$ cat config.mk
export PLATFORM = sky130hd
export DESIGN_NAME = counter_axon_addr_outputdata
export DESIGN_NICKNAME = d
export VERILOG_FILES = /design/src/rtl/counter_axon_addr_outputdata.sv
export SDC_FILE = /design/constraint.sdc
export NUM_CORES = 1
export LEC_CHECK = 0
export CAP_MARGIN = 40
export CORE_ASPECT_RATIO = 1.5
export CORE_MARGIN = 3
export CORE_UTILIZATION = 45
export CTS_CLUSTER_DIAMETER = 60
export CTS_CLUSTER_SIZE = 10
export DETAILED_ROUTE_END_ITERATION = 10
export GPL_ROUTABILITY_DRIVEN = 0
export HOLD_SLACK_MARGIN = 0.1
export PLACE_DENSITY = 0.83
export RECOVER_POWER = 50
export SLEW_MARGIN = 30
export SYNTH_ARGS = -nofsm -noshare
export SYNTH_HDL_FRONTEND = slang
export SYNTH_SLANG_ARGS = --single-unit
$ cat constraint.sdc
create_clock -name clk -period 2.29 [get_ports clk]
set_input_delay 0.3435 -clock clk [delete_from_list [all_inputs] [get_ports clk]]
set_output_delay 0.3435 -clock clk [all_outputs]
set_load 0.02 [all_outputs]
$ cat src/rtl/counter_axon_addr_outputdata.sv
// Write-side address generator for the transpose-convolution output buffer.
// Accepted words are written to consecutive addresses start_val..end_val one cycle after accept.
module counter_axon_addr_outputdata #(
    parameter int ADDRESS_LENGTH = 13,
    parameter int DATA_WIDTH     = 16,
    parameter int GROUP_SIZE     = 16
) (
    input  logic                      clk,
    input  logic                      rst,
    input  logic                      start,
    input  logic [ADDRESS_LENGTH-1:0] start_val,
    input  logic [ADDRESS_LENGTH-1:0] end_val,
    input  logic                      in_valid,
    input  logic [DATA_WIDTH-1:0]     in_data,
    output logic                      in_ready,
    output logic                      mem_we,
    output logic [ADDRESS_LENGTH-1:0] mem_addr,
    output logic [DATA_WIDTH-1:0]     mem_wdata,
    output logic                      flag_1per16,
    output logic                      flag_last,
    output logic                      busy,
    output logic                      done,
    output logic [ADDRESS_LENGTH:0]   words_written
);

    typedef enum logic [1:0] {
        IDLE = 2'd0,
        RUN  = 2'd1,
        DONE = 2'd2
    } state_t;

    localparam logic [ADDRESS_LENGTH-1:0] GROUP_MASK = ADDRESS_LENGTH'(GROUP_SIZE - 1);

    state_t                    state_r;
    logic [ADDRESS_LENGTH-1:0] ptr_r;
    logic [ADDRESS_LENGTH-1:0] start_reg_r;
    logic [ADDRESS_LENGTH-1:0] end_reg_r;

    // Offset within the window is taken modulo 2^ADDRESS_LENGTH before masking.
    function automatic logic group_end(input logic [ADDRESS_LENGTH-1:0] p,
                                       input logic [ADDRESS_LENGTH-1:0] s);
        logic [ADDRESS_LENGTH-1:0] off;
        off = p - s;
        return (off & GROUP_MASK) == GROUP_MASK;
    endfunction

    assign in_ready = (state_r == RUN);

    // Transfer FSM with registered write port, flags and status.
    always_ff @(posedge clk or posedge rst) begin
        if (rst) begin
            state_r       <= IDLE;
            ptr_r         <= '0;
            start_reg_r   <= '0;
            end_reg_r     <= '0;
            mem_we        <= 1'b0;
            mem_addr      <= '0;
            mem_wdata     <= '0;
            flag_1per16   <= 1'b0;
            flag_last     <= 1'b0;
            busy          <= 1'b0;
            done          <= 1'b0;
            words_written <= '0;
        end else begin
            mem_we      <= 1'b0;
            flag_1per16 <= 1'b0;
            flag_last   <= 1'b0;
            case (state_r)
                IDLE, DONE: begin
                    if (start) begin
                        words_written <= '0;
                        if (end_val >= start_val) begin
                            start_reg_r <= start_val;
                            end_reg_r   <= end_val;
                            ptr_r       <= start_val;
                            state_r     <= RUN;
                            busy        <= 1'b1;
                            done        <= 1'b0;
                        end else begin
                            state_r <= DONE;
                            busy    <= 1'b0;
                            done    <= 1'b1;
                        end
                    end else begin
                        state_r <= state_r;
                    end
                end
                RUN: begin
                    if (in_valid) begin
                        mem_we        <= 1'b1;
                        mem_addr      <= ptr_r;
                        mem_wdata     <= in_data;
                        words_written <= words_written + (ADDRESS_LENGTH + 1)'(1);
                        flag_1per16   <= group_end(ptr_r, start_reg_r);
                        // The last address ends the run without incrementing, so ptr never wraps.
                        if (ptr_r == end_reg_r) begin
                            flag_last <= 1'b1;
                            state_r   <= DONE;
                            busy      <= 1'b0;
                            done      <= 1'b1;
                        end else begin
                            ptr_r <= ptr_r + ADDRESS_LENGTH'(1);
                        end
                    end else begin
                        state_r <= RUN;
                    end
                end
                default: begin
                    state_r <= IDLE;
                    busy    <= 1'b0;
                    done    <= 1'b0;
                end
            endcase
        end
    end

endmodule
==> impl_metrics.tcl <==
set metrics [dict create \
    dr.pass1.iters 5 \
    start_util_pct 46.2 \
    crit_arrival_ps 2420 \
    worstSetupPathType "in -> reg" \
    cts_hold_buf 0 \
    multi_input_area_sq_um 1910 \
    required_ps 2510 \
    die_height_um 123 \
    nets 616 \
    post-route-min-period_ps 2200 \
    peakVddDrop_uv 666 \
    power_frac_comb_pct 45.4 \
    outcome "completed" \
    grt_max_degree 38 \
    synth_area_leader_cell "dfrtp_1" \
    swShare_pct 38.8 \
    htree_levels 3 \
    crit_family "buffers and inverters" \
    netSwitchingPower_w 0.00270 \
    cts.sinks 80 \
    async_reset_ff_share_pct 100 \
    pin_count 95 \
    synth_edf_count 0 \
    ys_types 48 \
    hpwlAfterDp_um 7700 \
    antennaDiodeCount 0 \
    synthTopCellsByArea "dfrtp_1 (49%), nand2_1 (9.0%), ha_1 (5.5%), mux2_2 (4.1%), xnor2_1 (3.2%)" \
    start_kind "primary input" \
    clkSlewWorstSetupHoldPaths_ps 60 \
    antenna_found_initial 0 \
    maxCapViolCount 0 \
    cp_common_cell "a21o_1" \
    hp-class "in -> reg" \
    drive_gt1_share_pct 14.1 \
    setup_tns_ps 0 \
    cts_buffers 9 \
    drt-initial-drc-count 298 \
    num_vias 3603 \
    syn_area_per_cell_sq_um 9.54 \
    clock_power_share_pct 19.1 \
    cp_num_buf_inv 3 \
    grt_pass1_vias 3570 \
    finalPower_w 0.00697 \
    max_stage_delay_ps 480 \
    port-buffer-count 94 \
    timing.fmax_ghz 0.454 \
    cpMaxStageDelayCell "clkdlybuf4s50_1" \
    die_w_um 84.0 \
    syn_to_final_growth_pct 37.9 \
    routedWlPerCell_um 15.5 \
    syn_nets 495 \
    postCtsSetupBuffers 0 \
    syn_inst 430 \
    cts_tree "done" \
    p_leak_nw 2.67 \
    worstMarginPinSlew_ps 1070 \
    max_slew_margin_pct 28.5 \
    p_int_w 0.00426 \
    grt_use_total_pct 20.9 \
    setup_ws_ps 86.6 \
    clock_skew_ps 4.01 \
    end_kind "flop" \
    grt_overflow_total 0 \
    synthesis.area_sq_um 4100 \
    hold_viol 0 \
    nFillCells 725 \
    rows 42 \
    cts_resized 0 \
    placeableCoreArea_sq_um 8880 \
    finalCritPeriodShare_pct 96.2 \
    seq_area_frac_synth_pct 48.8 \
    cp_max_fo 16 \
    finalSetupViolCount 0 \
    power_frac_seq_pct 35.5 \
    via_per_inst 5.42 \
    drt_wl_total_um 10300 \
    ys_ff_latch 80 \
    pre_cts_ws_ps -349 \
    drv_slew 0 \
    cts.path.max_buffers 2 \
    root_buffer "clkbuf_16" \
    cellPowerDensity_nw_per_um2 1230 \
    synthFlopType "dfrtp_1" \
    final-seq-area_sq_um 2000 \
    drc_errors 0 \
    worstPathCellList "clkdlybuf4s50_1 -> inv_1 -> ha_1 -> a21o_1 -> a21o_1 -> a21oi_2 -> o21ai_1 -> nand2_2 -> buf_12 -> mux2_2" \
    synth.top_cell.area_share_pct 48.8 \
    detail-route-antenna-nets 0 \
    dieArea_sq_um 10300 \
    clock_latency_ps 340 \
    grt_pass1_wl_um 16900 \
    ys_warn_count 0 \
]
[cell families (layout without fill, tap and decap cells)]
logic type | count (synthesis) | count (layout) | synth area share [%]
AOI/OAI and AO/OA | 73 | 73 | 10.8
buffers and inverters | 50 | 175 | 5.21
muxes | 18 | 18 | 4.97
DFF | 80 | 80 | 48.8
adders and majority gates | 19 | 19 | 5.98
and+or+nand+nor | 162 | 162 | 18.3
xor gates and xnor gates | 28 | 28 | 5.98
[cells in the final DEF, fill, tap and decap left out, types with 2 or more instances in the layout]
| cell | count |
|---|---|
| a21o_1 | 3 |
| a21oi_1 | 13 |
| a21oi_2 | 3 |
| a22oi_1 | 3 |
| a2bb2oi_1 | 3 |
| a31oi_1 | 7 |
| a31oi_2 | 2 |
| and3_1 | 4 |
| buf_4 | 31 |
| clkbuf_16 | 9 |
| clkbuf_2 | 4 |
| clkbuf_8 | 2 |
| clkdlybuf4s50_1 | 91 |
| clkinv_2 | 2 |
| dfrtp_1 | 80 |
| dlymetal6s2s_1 | 2 |
| ha_1 | 18 |
| inv_1 | 29 |
| mux2_2 | 15 |
| mux2i_1 | 2 |
| nand2_1 | 98 |
| nand2_2 | 2 |
| nand2b_1 | 2 |
| nand3_1 | 10 |
| nand4_1 | 10 |
| nor2_1 | 21 |
| nor2b_1 | 2 |
| o211ai_1 | 4 |
| o21ai_0 | 20 |
| o21ai_1 | 3 |
| o22ai_1 | 6 |
| o31ai_1 | 2 |
| xnor2_1 | 15 |
| xor2_1 | 13 |
[layout make-up]
| type | instances | share of cell area, % |
|---|---|---|
| repair buffers | 130 | 21.5 |
| clock buffers | 12 | 4.53 |
| flip-flops and latches | 80 | 35.4 |
| clock inverters | 3 | 0.310 |
| well taps | 110 | 2.43 |
| multi-input cells | 300 | 33.8 |
| inverters | 30 | 2.01 |
[layer usage]
metal	GRT usage (%)	vias to the layer above	routed length [um]
met1	23.6	1699	3930
met2	36.3	160	5290
met3	4.20	40	603
met5	0	-	0
met4	12.9	0	459
li1	-	1704	-
[state kept, by name, indices dropped and copies added (netlist names)]
name / cells
mem_wdata: 16
words_written: 14
end_reg_r: 13
mem_addr: 13
ptr_r: 13
start_reg_r: 4
state_r: 2
busy: 1
done: 1
flag_1per16: 1
flag_last: 1
mem_we: 1
[through the flow]
stage	instance area, sq um	hold slack (ps)	util [%]	cells
CTS	5670	435	63.8	665
global placement	5390	457	60.7	650
global route	5660	450	63.7	665
finish	5660	427	63.7	665
detailed placement	5390	462	60.7	650
floorplan	4110	449	-	430
[cell usage after synthesis (2+ instances only)]
cell / count
buf_2: 3
clkbuf_1: 12
a22oi_1: 3
o22ai_1: 6
xor2_1: 13
o211ai_1: 4
a31oi_1: 9
buf_6: 3
nand3_1: 10
o31ai_1: 2
o21ai_0: 22
nor2b_1: 2
nor2_1: 21
inv_2: 2
and2_1: 2
mux2_2: 15
xnor2_1: 15
ha_1: 18
a2bb2oi_1: 3
buf_1: 2
a21o_1: 3
mux2i_1: 2
nand2_2: 2
nand2_1: 98
nand4_1: 10
inv_1: 28
a21oi_1: 16
nand2b_1: 2
dfrtp_1: 80
and3_1: 4
[power groups by stage]
stage / clock network [W] / registers, W / logic, W
2_1_floorplan: 0 / 0.00271 / 0.00164
3_3_place_gp: 0 / 0.00245 / 0.00303
3_5_place_dp: 0 / 0.00248 / 0.00314
4_1_cts: 0.00135 / 0.00246 / 0.00317
5_1_grt: 0.00140 / 0.00256 / 0.00344
6_report: 0.00133 / 0.00247 / 0.00316
[worst min-delay path, stage by stage]
cell,delay (ps)
dlymetal6s2s_1,150
a21oi_1,150
a2bb2oi_1,80
[worst paths after layout]
| path | slack (ps) | end | startpoint | cells past startpoint |
|---|---|---|---|---|
| hold / removal | 430 | ptr_r[8] | start_val[8] | 3 |
| setup reg to reg | 210 | ptr_r[9] | ptr_r[1] | 7 |
| hold reg to reg | 470 | mem_addr[6] | mem_addr[6] | 2 |
| max in group asynchronous | 400 | mem_addr[7] | rst | 3 |
| setup / recovery | 90 | end_reg_r[12] | start_val[10] | 10 |
| min in group asynchronous | 670 | flag_last | rst | 2 |
Note: power is estimated with default switching activity, not from simulation.
